File: src/rtl/sampling_scheduler_if.sv
`default_nettype none
// ============================================================================
//  Module   : sampling_scheduler_if
//  Purpose  : Bundle of the signals between the sampling scheduler and the
//             PRNG sampler it sequences.
//
//  Signals
//    smp_rst            scheduler -> sampler, active-high synchronous reset
//    smp_sample_errors  scheduler -> sampler, 1 = error phase, 0 = pk1 phase
//    smp_seed[63:0]     scheduler -> sampler, seed for the current phase
//    smp_done           sampler -> scheduler, completion level
//
//  Modports
//    master  : scheduler side (drives reset/select/seed, reads done)
//    slave   : sampler side   (reads reset/select/seed, drives done)
//
//  Revision : 1.0  initial release
// ============================================================================
interface sampling_scheduler_if;
  logic        smp_rst;
  logic        smp_sample_errors;
  logic [63:0] smp_seed;
  logic        smp_done;

  modport master (
    output smp_rst,
    output smp_sample_errors,
    output smp_seed,
    input  smp_done
  );

  modport slave (
    input  smp_rst,
    input  smp_sample_errors,
    input  smp_seed,
    output smp_done
  );
endinterface
`default_nettype wire

File: src/rtl/sampling_scheduler.sv
`default_nettype none
// ============================================================================
//  Module   : sampling_scheduler
//  Purpose  : Sequences a PRNG sampler through up to two phases per job
//             (pk1, then the error phase e0/e1/v). Each phase holds the
//             sampler in reset for RST_CYCLES cycles with the phase seed and
//             select applied, then runs it until smp_done or a per-phase
//             watchdog expiry.
//
//  Parameters
//    RST_CYCLES  sampler reset cycles per phase (1..15)
//    TIMEOUT_W   width of the per-phase watchdog counter
//
//  Ports
//    clk, rst_n        clock, asynchronous active-low reset
//    start             one-cycle job request (honoured only in IDLE)
//    req_phases[1:0]   bit0 = run pk1 phase, bit1 = run error phase
//    seed_pk1/seed_err per-phase seeds, latched on start
//    abort             cancel the job in progress (no done pulse)
//    smp               sampler bus (master side)
//    busy              job in progress
//    done              one-cycle job-complete pulse
//    timeout           sticky watchdog-expiry flag for the last job
//
//  All outputs are registered: every output register is loaded from the
//  next-state decode, so it lines up with the state it describes.
//
//  Revision : 1.0  initial release
// ============================================================================
module sampling_scheduler #(
  parameter int RST_CYCLES = 2,
  parameter int TIMEOUT_W  = 20
) (
  input  wire logic        clk,
  input  wire logic        rst_n,
  input  wire logic        start,
  input  wire logic [1:0]  req_phases,
  input  wire logic [63:0] seed_pk1,
  input  wire logic [63:0] seed_err,
  input  wire logic        abort,
  sampling_scheduler_if.master smp,
  output logic             busy,
  output logic             done,
  output logic             timeout
);

  typedef enum logic [2:0] {
    IDLE     = 3'd0,
    LOAD_PK1 = 3'd1,
    RUN_PK1  = 3'd2,
    LOAD_ERR = 3'd3,
    RUN_ERR  = 3'd4,
    FIN      = 3'd5
  } state_t;

  localparam logic [TIMEOUT_W-1:0] WD_MAX   = '1;
  localparam logic [TIMEOUT_W-1:0] WD_ONE   = 1;
  localparam logic [3:0]           RST_LAST = 4'(RST_CYCLES - 1);

  // --------------------------------------------------------------------------
  // State and datapath registers
  // --------------------------------------------------------------------------
  state_t                state;
  state_t                state_next;

  logic                  err_req_q;    // error phase requested for this job
  logic [63:0]           seed_err_q;   // error-phase seed captured on start
  logic [3:0]            rst_cnt;      // cycles spent in the current LOAD state
  logic [TIMEOUT_W-1:0]  wd;           // per-phase watchdog

  logic                  smp_rst_q;
  logic                  smp_sel_q;
  logic [63:0]           smp_seed_q;
  logic                  busy_q;
  logic                  done_q;
  logic                  timeout_q;

  // --------------------------------------------------------------------------
  // Combinational decode
  // --------------------------------------------------------------------------
  logic                  accept;       // start honoured this cycle
  logic                  load_done;    // last reset cycle of a LOAD state
  logic [TIMEOUT_W-1:0]  wd_inc;       // saturating watchdog increment
  logic                  wd_expire;    // watchdog reaches its maximum this cycle
  logic                  set_timeout;
  logic                  done_next;
  logic                  in_load;
  logic                  in_run;
  logic                  enter_run;

  always_comb begin
    state_next  = state;
    set_timeout = 1'b0;

    accept    = (state == IDLE) && start && !abort;
    load_done = (rst_cnt == RST_LAST);
    wd_inc    = (wd == WD_MAX) ? wd : (wd + WD_ONE);
    wd_expire = (wd_inc == WD_MAX);

    case (state)
      IDLE: begin
        if (accept) begin
          if (req_phases[0])      state_next = LOAD_PK1;
          else if (req_phases[1]) state_next = LOAD_ERR;
          else                    state_next = FIN;
        end
      end

      LOAD_PK1: begin
        if (load_done) state_next = RUN_PK1;
      end

      // smp_done is checked before the watchdog so that a completion landing
      // on the expiry cycle still counts as a success.
      RUN_PK1: begin
        if (smp.smp_done) begin
          state_next = err_req_q ? LOAD_ERR : FIN;
        end else if (wd_expire) begin
          state_next  = FIN;
          set_timeout = 1'b1;
        end
      end

      LOAD_ERR: begin
        if (load_done) state_next = RUN_ERR;
      end

      RUN_ERR: begin
        if (smp.smp_done) begin
          state_next = FIN;
        end else if (wd_expire) begin
          state_next  = FIN;
          set_timeout = 1'b1;
        end
      end

      FIN: begin
        state_next = IDLE;
      end

      default: begin
        state_next = IDLE;
      end
    endcase

    // Abort overrides every other transition, including a same-cycle
    // completion or watchdog expiry, and leaves the timeout flag alone.
    if (abort && (state != IDLE)) begin
      state_next  = IDLE;
      set_timeout = 1'b0;
    end

    in_load   = (state == LOAD_PK1) || (state == LOAD_ERR);
    in_run    = (state == RUN_PK1)  || (state == RUN_ERR);
    enter_run = ((state_next == RUN_PK1) || (state_next == RUN_ERR)) &&
                (state_next != state);

    // done is raised the cycle after FIN; busy stays high through that
    // cycle so the pulse is always framed by busy.
    done_next = (state == FIN) && !abort;
  end

  // --------------------------------------------------------------------------
  // State register
  // --------------------------------------------------------------------------
  always_ff @(posedge clk or negedge rst_n) begin
    if (!rst_n) begin
      state <= IDLE;
    end else begin
      state <= state_next;
    end
  end

  // --------------------------------------------------------------------------
  // Job capture, LOAD counter and watchdog
  // --------------------------------------------------------------------------
  always_ff @(posedge clk or negedge rst_n) begin
    if (!rst_n) begin
      err_req_q  <= 1'b0;
      seed_err_q <= 64'd0;
      rst_cnt    <= 4'd0;
      wd         <= '0;
    end else begin
      if (accept) begin
        err_req_q  <= req_phases[1];
        seed_err_q <= seed_err;
      end

      // Counts cycles while staying in a LOAD state; cleared everywhere else
      // so the next LOAD always starts from zero.
      if (in_load && (state_next == state)) begin
        rst_cnt <= rst_cnt + 4'd1;
      end else begin
        rst_cnt <= 4'd0;
      end

      if (enter_run) begin
        wd <= '0;
      end else if (in_run) begin
        wd <= wd_inc;
      end
    end
  end

  // --------------------------------------------------------------------------
  // Sampler-facing outputs
  // --------------------------------------------------------------------------
  always_ff @(posedge clk or negedge rst_n) begin
    if (!rst_n) begin
      smp_rst_q  <= 1'b1;
      smp_sel_q  <= 1'b0;
      smp_seed_q <= 64'd0;
    end else begin
      // The sampler is released only while a RUN state is active.
      smp_rst_q <= !((state_next == RUN_PK1) || (state_next == RUN_ERR));

      // Seed and select are loaded on LOAD entry and then held through RUN.
      // The error seed comes straight from the port when the job starts
      // with the error phase, because the latched copy is written on the
      // same edge.
      if ((state_next == LOAD_PK1) && (state != LOAD_PK1)) begin
        smp_seed_q <= seed_pk1;
        smp_sel_q  <= 1'b0;
      end else if ((state_next == LOAD_ERR) && (state != LOAD_ERR)) begin
        smp_seed_q <= (state == IDLE) ? seed_err : seed_err_q;
        smp_sel_q  <= 1'b1;
      end else if (state_next == IDLE) begin
        smp_sel_q  <= 1'b0;
      end
    end
  end

  // --------------------------------------------------------------------------
  // Job status outputs
  // --------------------------------------------------------------------------
  always_ff @(posedge clk or negedge rst_n) begin
    if (!rst_n) begin
      busy_q    <= 1'b0;
      done_q    <= 1'b0;
      timeout_q <= 1'b0;
    end else begin
      busy_q <= (state_next != IDLE) || done_next;
      done_q <= done_next;

      if (accept) begin
        timeout_q <= 1'b0;
      end else if (set_timeout) begin
        timeout_q <= 1'b1;
      end
    end
  end

  assign smp.smp_rst           = smp_rst_q;
  assign smp.smp_sample_errors = smp_sel_q;
  assign smp.smp_seed          = smp_seed_q;
  assign busy                  = busy_q;
  assign done                  = done_q;
  assign timeout               = timeout_q;

endmodule
`default_nettype wire
File: src/flat_wrapper.sv
// flat-port wrapper written by rule: the top's interface ports become plain ports
module sampling_scheduler_flat 
#(
  parameter int RST_CYCLES = 2,
  parameter int TIMEOUT_W  = 20
)
  (clk, rst_n, start, req_phases, seed_pk1, seed_err, abort, busy, done, timeout, smp_smp_rst, smp_smp_sample_errors, smp_smp_seed, smp_smp_done);
  sampling_scheduler_if smp_i ();
  input  wire logic clk;
  input  wire logic rst_n;
  input  wire logic start;
  input  wire logic [1:0] req_phases;
  input  wire logic [63:0] seed_pk1;
  input  wire logic [63:0] seed_err;
  input  wire logic abort;
  output logic busy;
  output logic done;
  output logic timeout;
  output wire logic [$bits(smp_i.smp_rst)-1:0] smp_smp_rst;
  output wire logic [$bits(smp_i.smp_sample_errors)-1:0] smp_smp_sample_errors;
  output wire logic [$bits(smp_i.smp_seed)-1:0] smp_smp_seed;
  input wire logic [$bits(smp_i.smp_done)-1:0] smp_smp_done;
  assign smp_smp_rst = smp_i.smp_rst;
  assign smp_smp_sample_errors = smp_i.smp_sample_errors;
  assign smp_smp_seed = smp_i.smp_seed;
  assign smp_i.smp_done = smp_smp_done;
  sampling_scheduler #(.RST_CYCLES(RST_CYCLES), .TIMEOUT_W(TIMEOUT_W)) u_core (.clk(clk), .rst_n(rst_n), .start(start), .req_phases(req_phases), .seed_pk1(seed_pk1), .seed_err(seed_err), .abort(abort), .smp(smp_i), .busy(busy), .done(done), .timeout(timeout));
endmodule
File: config.mk
export PLATFORM = sky130hd
export DESIGN_NAME = sampling_scheduler_flat
export DESIGN_NICKNAME = d
export VERILOG_FILES = /design/src/rtl/sampling_scheduler_if.sv /design/src/rtl/sampling_scheduler.sv /design/src/flat_wrapper.sv
export SDC_FILE = /design/constraint.sdc
export NUM_CORES = 1
export LEC_CHECK = 0
export BUFFER_PORTS_ARGS = -buffer_cell sky130_fd_sc_hd__buf_2
export CAP_MARGIN = 20
export CORE_MARGIN = 4
export CORE_UTILIZATION = 58
export CTS_CLUSTER_DIAMETER = 30
export DETAILED_ROUTE_END_ITERATION = 12
export PLACE_DENSITY = 0.95
export SYNTH_ARGS = -nofsm -noshare
export SYNTH_HDL_FRONTEND = slang
export SYNTH_SLANG_ARGS = --single-unit
File: constraint.sdc
create_clock -name clk -period 8.5 [get_ports clk]
set_clock_uncertainty 0.05 [all_clocks]
set_input_delay 1.275 -clock clk [delete_from_list [all_inputs] [get_ports clk]]
set_output_delay 1.275 -clock clk [all_outputs]
set_load 0.03 [all_outputs]
==> flow_summary.yaml, run 1 <==
global_routing:
  grt_pass1_wl_um: 34600
  overflow: 0
  grt_usage_pct: 26.40
  grt_max_degree: 110
  antenna_found_initial: 4
  grt_pass1_vias: 6936
place:
  pre_cts_ws_ns: 3.859
  dp.cells: 1081
  io_buffers: 203
  placed_area_sq_um: 9530
  gp_congestion: 0.9218
  place_hpwl_um: 15130
floorplan:
  initial_core_util_pct: 59.92
  dieWidth_um: 128.7
  ios: 204
  dieHeight_um: 128.7
  coreArea_sq_um: 14100
  dieArea_sq_um: 16560
  num_rows: 43
yosys:
  yosysTopAreaCell: "dfrtp_1"
  syn_inst: 738
  syn_area_sq_um: 8447
  async_flop_share_pct: 100.0
  ys.flop_type: "dfrtp_1"
  synth_area_leaders: "dfrtp_1, mux2_2, mux2_4"
  ys.warnings.count: 0
  syn-num-nets: 876
  synth_edf_count: 0
  yosys_register_bits: 161
  ys_seq_area_share_pct: 47.71
  synth.distinct_cells: 62
  yosysTopAreaCellShare_pct: 47.40
  syn_avg_cell_area_sq_um: 11.45
status:
  outcome: "finished clean"
timing:
  fmax_mhz: 223.2
  period_share_pct: 52.70
  rsz0062_at_grt: "no"
  setup_ws_ns: 4.020
  fin_crit_ns: 4.480
  final-setup-viol-count: 0
  whs_ns: 0.4382
  max_slew_margin_pct: 28.82
  hold_viol: 0
  worst_pin_slew_ns: 1.064
  fin_setup_tns_ns: 0
  final_max_slew_viol_count: 0
clock_network:
  clock_latency_ns: 0.43
  htree_levels: 4
  ctsHoldBuffers: 0
  post_cts_buffers: 0
  cts_made_buffers: 17
  cts_tree: "built"
  ctsResizeCount: 0
  clockBufferDepth: 2
  root_buffer: "clkbuf_16"
  cts.clk_slew.worst_paths_ns: 0.07
  cts_sinks: 161
worst_setup_path:
  reg2reg_slack_ns: 4.02
  max_stage_delay_ns: 0.81
  cp.required_ns: 8.77
  cp_slowest_cell: "buf_4"
  startpoint_type: "flop"
  endpoint_kind: "flop"
  crit_family: "simple AND/OR/NAND/NOR gates"
  critPathKind: "reg2reg"
  worst_ep_arrival_time_ns: 4.75
  crit_chain: "ha_1 -> and3_1 -> nand4_1 -> nor2_1 -> o311ai_0 -> nand4_1 -> nor2_1 -> o211ai_4 -> buf_4 -> mux2_2"
  path_max_fanout: 46
  path_buf_inv: 1
cells_and_area:
  n_fill_cell: 940
  fin_util_pct: 72.41
  fin_cells: 1116
  most-common-layout-cells: "buf_2, dfrtp_1, nor2_1, mux2_2, a21oi_1"
  fin_nets: 1058
  final_common_cell: "buf_2"
  area_delta_synth_final_pct: 20.84
  design_area_sq_um: 10210
  drive_above_1_share_pct: 41.48
detailed_routing:
  wirelength_um: 21700
  ant_nets: 0
  drt_iter0_drc: 401
  vias: 6559
  viasPerCell: 5.877
  drtPass1Iterations: 5
  drc_errors: 0
  avgRoutedWirePerCell_um: 19.44
pwr:
  leakage_nw: 4.944
  ir_worst_vdd_uv: 303.7
  power_mw: 4.410
  powerDensity_nw_per_um2: 432.1
flow_run:
  drv_cap: 0
hold_path:
  worstHoldPathType: "reg2reg"
-- synth_stat cells (7+ instances only) --
library cell	count
nand2_1	17
o21ai_0	7
mux2i_1	68
inv_1	7
buf_6	7
mux2_2	80
clkbuf_1	33
xor2_1	8
dfrtp_1	160
nand4_1	8
and3_1	8
mux2_4	49
nor3_1	10
nand3_1	11
xnor2_1	8
a21oi_1	75
nor2_1	104
-- path summary, 6_finish.rpt --
path | endpoint | cells after the start | start
max | u_core.smp.smp_seed[1]$_DFFE_PN0P_ | 10 | u_core.wd[0]$_DFFE_PN0P_
min | u_core.rst_cnt[0]$_DFF_PN0_ | 1 | u_core.rst_cnt[0]$_DFF_PN0_
max reg2reg | u_core.smp.smp_seed[1]$_DFFE_PN0P_ | 10 | u_core.wd[0]$_DFFE_PN0P_
min reg2reg | u_core.rst_cnt[0]$_DFF_PN0_ | 1 | u_core.rst_cnt[0]$_DFF_PN0_
max in group asynchronous | u_core.err_req_q$_DFFE_PN0P_ | 2 | rst_n
min in group asynchronous | u_core.seed_err_q[13]$_DFFE_PN0P_ | 1 | rst_n
-- power breakdown --
group / switching [mW] / internal (mW)
combinational: 1.16 / 0.998
clock: 0.340 / 0.533
sequential: 0.243 / 1.13
total: 1.75 / 2.67
-- logic make-up after synthesis --
family | synth area share [%]
compound gates | 8.251
xor+xnor | 1.659
fa+ha+maj | 0.4444
buf+inv | 3.051
flops | 47.71
mux | 27.57
simple gates | 11.32
-- worst register-to-register path, cell delays in order, from the launching register on --
cell and delay (ns):
dfrtp_1 0.46, ha_1 0.31, and3_1 0.25, nand4_1 0.18, nor2_1 0.43, o311ai_0 0.29
nand4_1 0.24, nor2_1 0.12, o211ai_4 0.76, buf_4 0.82, mux2_2 0.47
-- state kept, by name (all words and copies together) (netlist names) --
signal                        flops
u_core.busy                       1
u_core.done                       1
u_core.err_req_q                  1
u_core.rst_cnt                    4
u_core.seed_err_q                64
u_core.smp.smp_rst                1
u_core.smp.smp_sample_errors      1
u_core.smp.smp_seed              64
u_core.state                      3
u_core.timeout                    1
u_core.wd                        20
-- final cells by class --
class	count	area, sq um	share of cell area [%]
multi-input cells	524	4182	40.97
flip-flops and latches	161	4030	39.48
repair buffers	209	1067	10.46
clock buffers	17	425.4	4.168
clock inverters	15	244.0	2.390
well taps	180	225.2	2.206
inverters	7	26.28	0.2574
diodes	3	7.507	0.07355
-- per-layer routing --
metal	track usage, %	vias to the layer above	wire length [um]
met5	0	-	30
met4	12.48	4	804
met3	7.887	68	1583
met2	44.27	254	10960
met1	31.19	3215	8314
li1	-	3018	-
Note: power is estimated with default switching activity, not from simulation.
==> inputs of run 2 (changes only) <==
--- a/config.mk
+++ b/config.mk
@@ -8,10 +8,10 @@
 export BUFFER_PORTS_ARGS = -buffer_cell sky130_fd_sc_hd__buf_2
 export CAP_MARGIN = 20
 export CORE_MARGIN = 4
-export CORE_UTILIZATION = 58
+export CORE_UTILIZATION = 49
 export CTS_CLUSTER_DIAMETER = 30
 export DETAILED_ROUTE_END_ITERATION = 12
-export PLACE_DENSITY = 0.95
+export PLACE_DENSITY = 0.89
 export SYNTH_ARGS = -nofsm -noshare
 export SYNTH_HDL_FRONTEND = slang
 export SYNTH_SLANG_ARGS = --single-unit
==> constraint.sdc (replaced) <==
create_clock -name clk -period 4.1 [get_ports clk]
set_clock_uncertainty 0.05 [all_clocks]
set_input_delay 0.615 -clock clk [delete_from_list [all_inputs] [get_ports clk]]
set_output_delay 0.615 -clock clk [all_outputs]
set_load 0.03 [all_outputs]
==> run 2 against run 1 <==
Compared with the run above: worst hold slack got worse by 0.20 ns; setup slack got worse by 3.4 ns; clock-buffer cell count increased by 1; routed wire length decreased by 4.9%; global-route usage decreased by 4.8 points; combinational power increased by 110%; largest power group unchanged.
==> flow_summary.yaml, run 2 (synthesis gave the netlist of run 1 again) <==
detailed_routing:
  ant_nets: 0
  drt_iter0_drc: 402
  drtPass1Iterations: 5
  viasPerCell: 5.479
  maxUsedRoutingLayer: "met4"
  avgRoutedWirePerCell_um: 17.81
  drc_errors: 0
  wl_met1_um: 8569
  vias: 6350
  wirelength_um: 20640
  dr_wl_met3_um: 1325
  wl_met2_um: 10370
floorplan:
  num_rows: 47
  dieArea_sq_um: 19400
  initial_core_util_pct: 50.40
  dieHeight_um: 139.3
  ios: 204
  dieWidth_um: 139.3
  coreArea_sq_um: 16760
clock_network:
  htree_levels: 4
  post_cts_buffers: 0
  clock_latency_ns: 0.42
  cts_sinks: 161
  root_buffer: "clkbuf_16"
  cts_made_buffers: 17
  cts.clk_slew.worst_paths_ns: 0.06
  ctsHoldBuffers: 0
  ctsResizeCount: 0
  clockBufferDepth: 2
  cts_tree: "built"
cells_and_area:
  drive_above_1_share_pct: 41.68
  most-common-layout-cells: "buf_2, dfrtp_1, nor2_1, mux2_2, a21oi_1"
  area_delta_synth_final_pct: 21.86
  final_common_cell: "buf_2"
  fin_nets: 1063
timing:
  whs_ns: 0.2430
  final_max_slew_viol_count: 0
  hold_viol: 0
  fin_setup_tns_ns: 0
  fmax_mhz: 286.0
  final-setup-viol-count: 0
  fin_crit_ns: 3.496
  rsz0062_at_grt: "no"
  worst_pin_slew_ns: 0.9346
  max_slew_margin_pct: 37.69
  period_share_pct: 85.27
worst_setup_path:
  reg2reg_slack_ns: 0.60
  endpoint_kind: "flop"
  worst_ep_arrival_time_ns: 3.75
  cp.required_ns: 4.35
  path_max_fanout: 26
  startpoint_type: "flop"
  critPathKind: "reg2reg"
pwr:
  p_switching_mw: 3.556
  internal_power_mw: 5.463
  pwr-share-comb_pct: 49.9
  p_sw_share_pct: 39.43
  powerDensity_nw_per_um2: 876.2
  ir_worst_vdd_uv: 615.7
  seq_power_share_pct: 31.6
  leakage_nw: 4.966
  power_mw: 9.019
  clockPowerShare_pct: 18.6
global_routing:
  grt_pass1_vias: 6703
  grt_usage_pct: 21.63
  grt_max_degree: 100
  grt_pass1_wl_um: 34470
  antenna_found_initial: 1
  overflow: 0
place:
  io_buffers: 203
  gp_congestion: 0.9241
  place_hpwl_um: 14200
flow_run:
  drv_cap: 0
status:
  outcome: "finished clean"
hold_path:
  worstHoldPathType: "in2async"
-- run 2: changes by cell type in the layout (fill, tap and decap cells not counted), sizes merged --
| cell | previous run | this run |
|---|---|---|
| buf | 209 | 214 |
| inv | 15 | 13 |
| clkbuf | 17 | 18 |
| diode | 3 | 1 |
| bufinv | 5 | 3 |
| clkinv | 1 | 4 |
-- run 2: critical path, stage by stage, from the launching register on --
cell	delay, ns
dfrtp_1	0.47
ha_1	0.28
and3_1	0.24
nand4_1	0.18
nor2_1	0.39
o311ai_0	0.24
nand4_1	0.20
nor2_1	0.12
o211ai_4	0.53
buf_12	0.29
mux2_2	0.36
-- run 2: cell type report --
| class | instances | area [sq um] |
|---|---|---|
| repair buffers | 214 | 1155 |
| flip-flops and latches | 161 | 4030 |
| fillers | 1319 | 6466 |
| multi-input cells | 524 | 4182 |
| clock inverters | 14 | 193.9 |
| diodes | 1 | 2.502 |
| inverters | 7 | 26.28 |
| clock buffers | 18 | 429.2 |
| well taps | 220 | 275.3 |
-- run 2: routing by layer --
metal | track usage [%] | vias to the layer above
li1 | - | 3020
met1 | 26.77 | 3081
met2 | 37.07 | 216
met3 | 5.455 | 33
met4 | 7.261 | 0
met5 | 0 | -
-- run 2: path summary, 6_finish.rpt --
path                                                       start  cells past startpoint                             endpoint
worst min register to register  u_core.seed_err_q[4]$_DFFE_PN0P_                      1     u_core.seed_err_q[4]$_DFFE_PN0P_
worst max-delay path                    u_core.wd[0]$_DFFE_PN0P_                     10   u_core.smp.smp_seed[5]$_DFFE_PN0P_
max in group asynchronous                                  rst_n                      2    u_core.seed_err_q[46]$_DFFE_PN0P_
worst max register to register          u_core.wd[0]$_DFFE_PN0P_                     10   u_core.smp.smp_seed[5]$_DFFE_PN0P_
min in group clk                                    seed_pk1[27]                      2  u_core.smp.smp_seed[27]$_DFFE_PN0P_
worst min-delay path                                       rst_n                      1    u_core.seed_err_q[10]$_DFFE_PN0P_
-- run 2: power groups by stage --
| stage | registers (mW) | clock network [mW] | logic [mW] |
|---|---|---|---|
| finish | 2.85 | 1.68 | 4.50 |
| global route | 2.94 | 1.79 | 4.84 |
| CTS | 2.84 | 1.71 | 4.53 |
| detailed placement | 2.85 | 0 | 4.51 |
| global placement | 2.81 | 0 | 4.38 |
| floorplan | 3.39 | 0 | 2.90 |
-- run 2: metrics by stage --
step	instances	instance area [sq um]	utilization, %	worst slack [ns]
floorplan	738	8447	-	1.320
global route	1159	10290	61.42	0.3345
detailed placement	1126	9668	57.69	0.6673
global placement	1126	9668	57.69	0.7792
finish	1159	10290	61.42	0.6040
CTS	1158	10290	61.40	0.6414
==> inputs of run 3 (changes only) <==
--- a/config.mk
+++ b/config.mk
@@ -8,10 +8,10 @@
 export BUFFER_PORTS_ARGS = -buffer_cell sky130_fd_sc_hd__buf_2
 export CAP_MARGIN = 20
 export CORE_MARGIN = 4
-export CORE_UTILIZATION = 49
+export CORE_UTILIZATION = 48
 export CTS_CLUSTER_DIAMETER = 30
 export DETAILED_ROUTE_END_ITERATION = 12
-export PLACE_DENSITY = 0.89
+export PLACE_DENSITY = 0.88
 export SYNTH_ARGS = -nofsm -noshare
 export SYNTH_HDL_FRONTEND = slang
 export SYNTH_SLANG_ARGS = --single-unit
==> run 3 against run 2 <==
Compared with the run above: core utilization is 1.9 points lower; via count is 2.5% higher; cell count is 0.60% higher; routed wire length is 2.1% higher; critical endpoint is now u_core.smp.smp_seed[11]$_DFFE_PN0P_.
==> flow_summary.yaml, run 3 (synthesis gave the netlist of run 1 again) <==
status:
  outcome: "finished clean"
floorplan:
  ios: 204
  coreArea_sq_um: 17300
  num_rows: 48
  initial_core_util_pct: 48.84
  dieWidth_um: 140.7
  dieArea_sq_um: 19780
  dieHeight_um: 140.7
worst_setup_path:
  crit_chain: "ha_1 -> and3_1 -> nand4_1 -> nor2_1 -> o311ai_0 -> nand4_1 -> nor2_1 -> o211ai_4 -> buf_4 -> mux2_2"
  endpoint_kind: "flop"
  crit_family: "simple AND/OR/NAND/NOR gates"
  startpoint_type: "flop"
  crit_start: "u_core.wd[0]$_DFFE_PN0P_"
  r2r-start: "u_core.wd[0]$_DFFE_PN0P_"
  worst_ep_arrival_time_ns: 3.74
  path_buf_inv: 1
  max_stage_delay_ns: 0.55
  path_max_fanout: 8
  critPathKind: "reg2reg"
  cp.required_ns: 4.36
  cp_slowest_cell: "o211ai_4"
detailed_routing:
  ant_nets: 0
  vias: 6509
  wirelength_um: 21080
  drt_iter0_drc: 347
  avgRoutedWirePerCell_um: 18.07
  drtPass1Iterations: 5
  viasPerCell: 5.582
  drc_errors: 0
cells_and_area:
  drive_above_1_share_pct: 41.87
  most-common-layout-cells: "buf_2, dfrtp_1, nor2_1, mux2_2, a21oi_1"
  diodes: 0
  final_common_cell: "buf_2"
  fin_nets: 1067
  area_delta_synth_final_pct: 21.80
pwr:
  internal_power_mw: 5.405
  power_mw: 8.963
  pwr-share-comb_pct: 50.9
  clockPowerShare_pct: 17.3
  p_switching_mw: 3.557
  leakage_nw: 4.963
  ir_worst_vdd_uv: 532.6
  powerDensity_nw_per_um2: 871.1
  seq_power_share_pct: 31.8
  p_sw_share_pct: 39.69
timing:
  max_slew_margin_pct: 37.23
  rsz0062_at_grt: "no"
  final_max_slew_viol_count: 0
  fin_setup_tns_ns: 0
  fin_crit_ns: 3.483
  period_share_pct: 84.95
  hold_viol: 0
  worst_pin_slew_ns: 0.9416
  setup_ws_ns: 0.6172
  whs_ns: 0.2122
  fmax_mhz: 287.1
  final-setup-viol-count: 0
clock_network:
  cts_sinks: 161
  clock_latency_ns: 0.43
  ctsHoldBuffers: 0
  clockBufferDepth: 2
  cts_made_buffers: 17
  post_cts_buffers: 0
  htree_levels: 4
  root_buffer: "clkbuf_16"
  cts_tree: "built"
  cts.clk_slew.worst_paths_ns: 0.06
  ctsResizeCount: 0
place:
  place_hpwl_um: 14970
  pre_cts_ws_ns: 0.7063
  io_buffers: 203
  gp_congestion: 0.9299
global_routing:
  grt_max_degree: 101
  antenna_found_initial: 1
  grt_usage_pct: 21.52
  grt_pass1_vias: 6782
  overflow: 0
  grt_pass1_wl_um: 34070
hold_path:
  worstHoldPathType: "in2async"
flow_run:
  drv_cap: 0
==> run 3: power by group through the flow <==
stage	Combinational, mW	Sequential (mW)	Clock (mW)
floorplan	2.90	3.39	0
CTS	4.59	2.85	1.58
finish	4.56	2.85	1.55
detailed placement	4.56	2.86	0
global placement	4.42	2.82	0
global route	4.91	2.95	1.65
==> run 3: final cells by class <==
cell class / instances / area [sq um]
Tap cell: 225 / 281.5
Multi-Input combinational cell: 524 / 4182
Inverter: 7 / 26.28
Clock buffer: 21 / 470.5
Timing Repair Buffer: 218 / 1197
Sequential cell: 161 / 4030
Fill cell: 1383 / 7008
Clock inverter: 10 / 101.3
==> run 3: path summary, 6_finish.rpt <==
| kind | to | depth (start not counted) | slack [ns] |
|---|---|---|---|
| max | u_core.smp.smp_seed[11]$_DFFE_PN0P_ | 10 | 0.62 |
| min reg2reg | u_core.timeout$_DFFE_PN0P_ | 1 | 0.45 |
| min in group clk | u_core.smp.smp_seed[46]$_DFFE_PN0P_ | 2 | 0.36 |
| max reg2reg | u_core.smp.smp_seed[11]$_DFFE_PN0P_ | 10 | 0.62 |
| min | u_core.seed_err_q[12]$_DFFE_PN0P_ | 1 | 0.21 |
| max in group asynchronous | u_core.smp.smp_rst$_DFF_PN1_ | 2 | 2.85 |
==> run 3: metal layers <==
layer / global-route usage [%] / wire [um] / vias to the layer above
li1: - / - / 3030
met1: 25.42 / 8446 / 3195
met2: 36.24 / 10350 / 223
met3: 6.920 / 1521 / 59
met4: 9.077 / 737 / 2
met5: 0 / 17 / -
==> run 3: metrics by stage <==
stage | instances | instance area [sq um] | util (%)
after floorplan | 738 | 8447 | -
after global placement | 1135 | 9717 | 56.18
after detailed placement | 1135 | 9717 | 56.18
after CTS | 1166 | 10290 | 59.48
after global routing | 1166 | 10290 | 59.48
final | 1166 | 10290 | 59.48
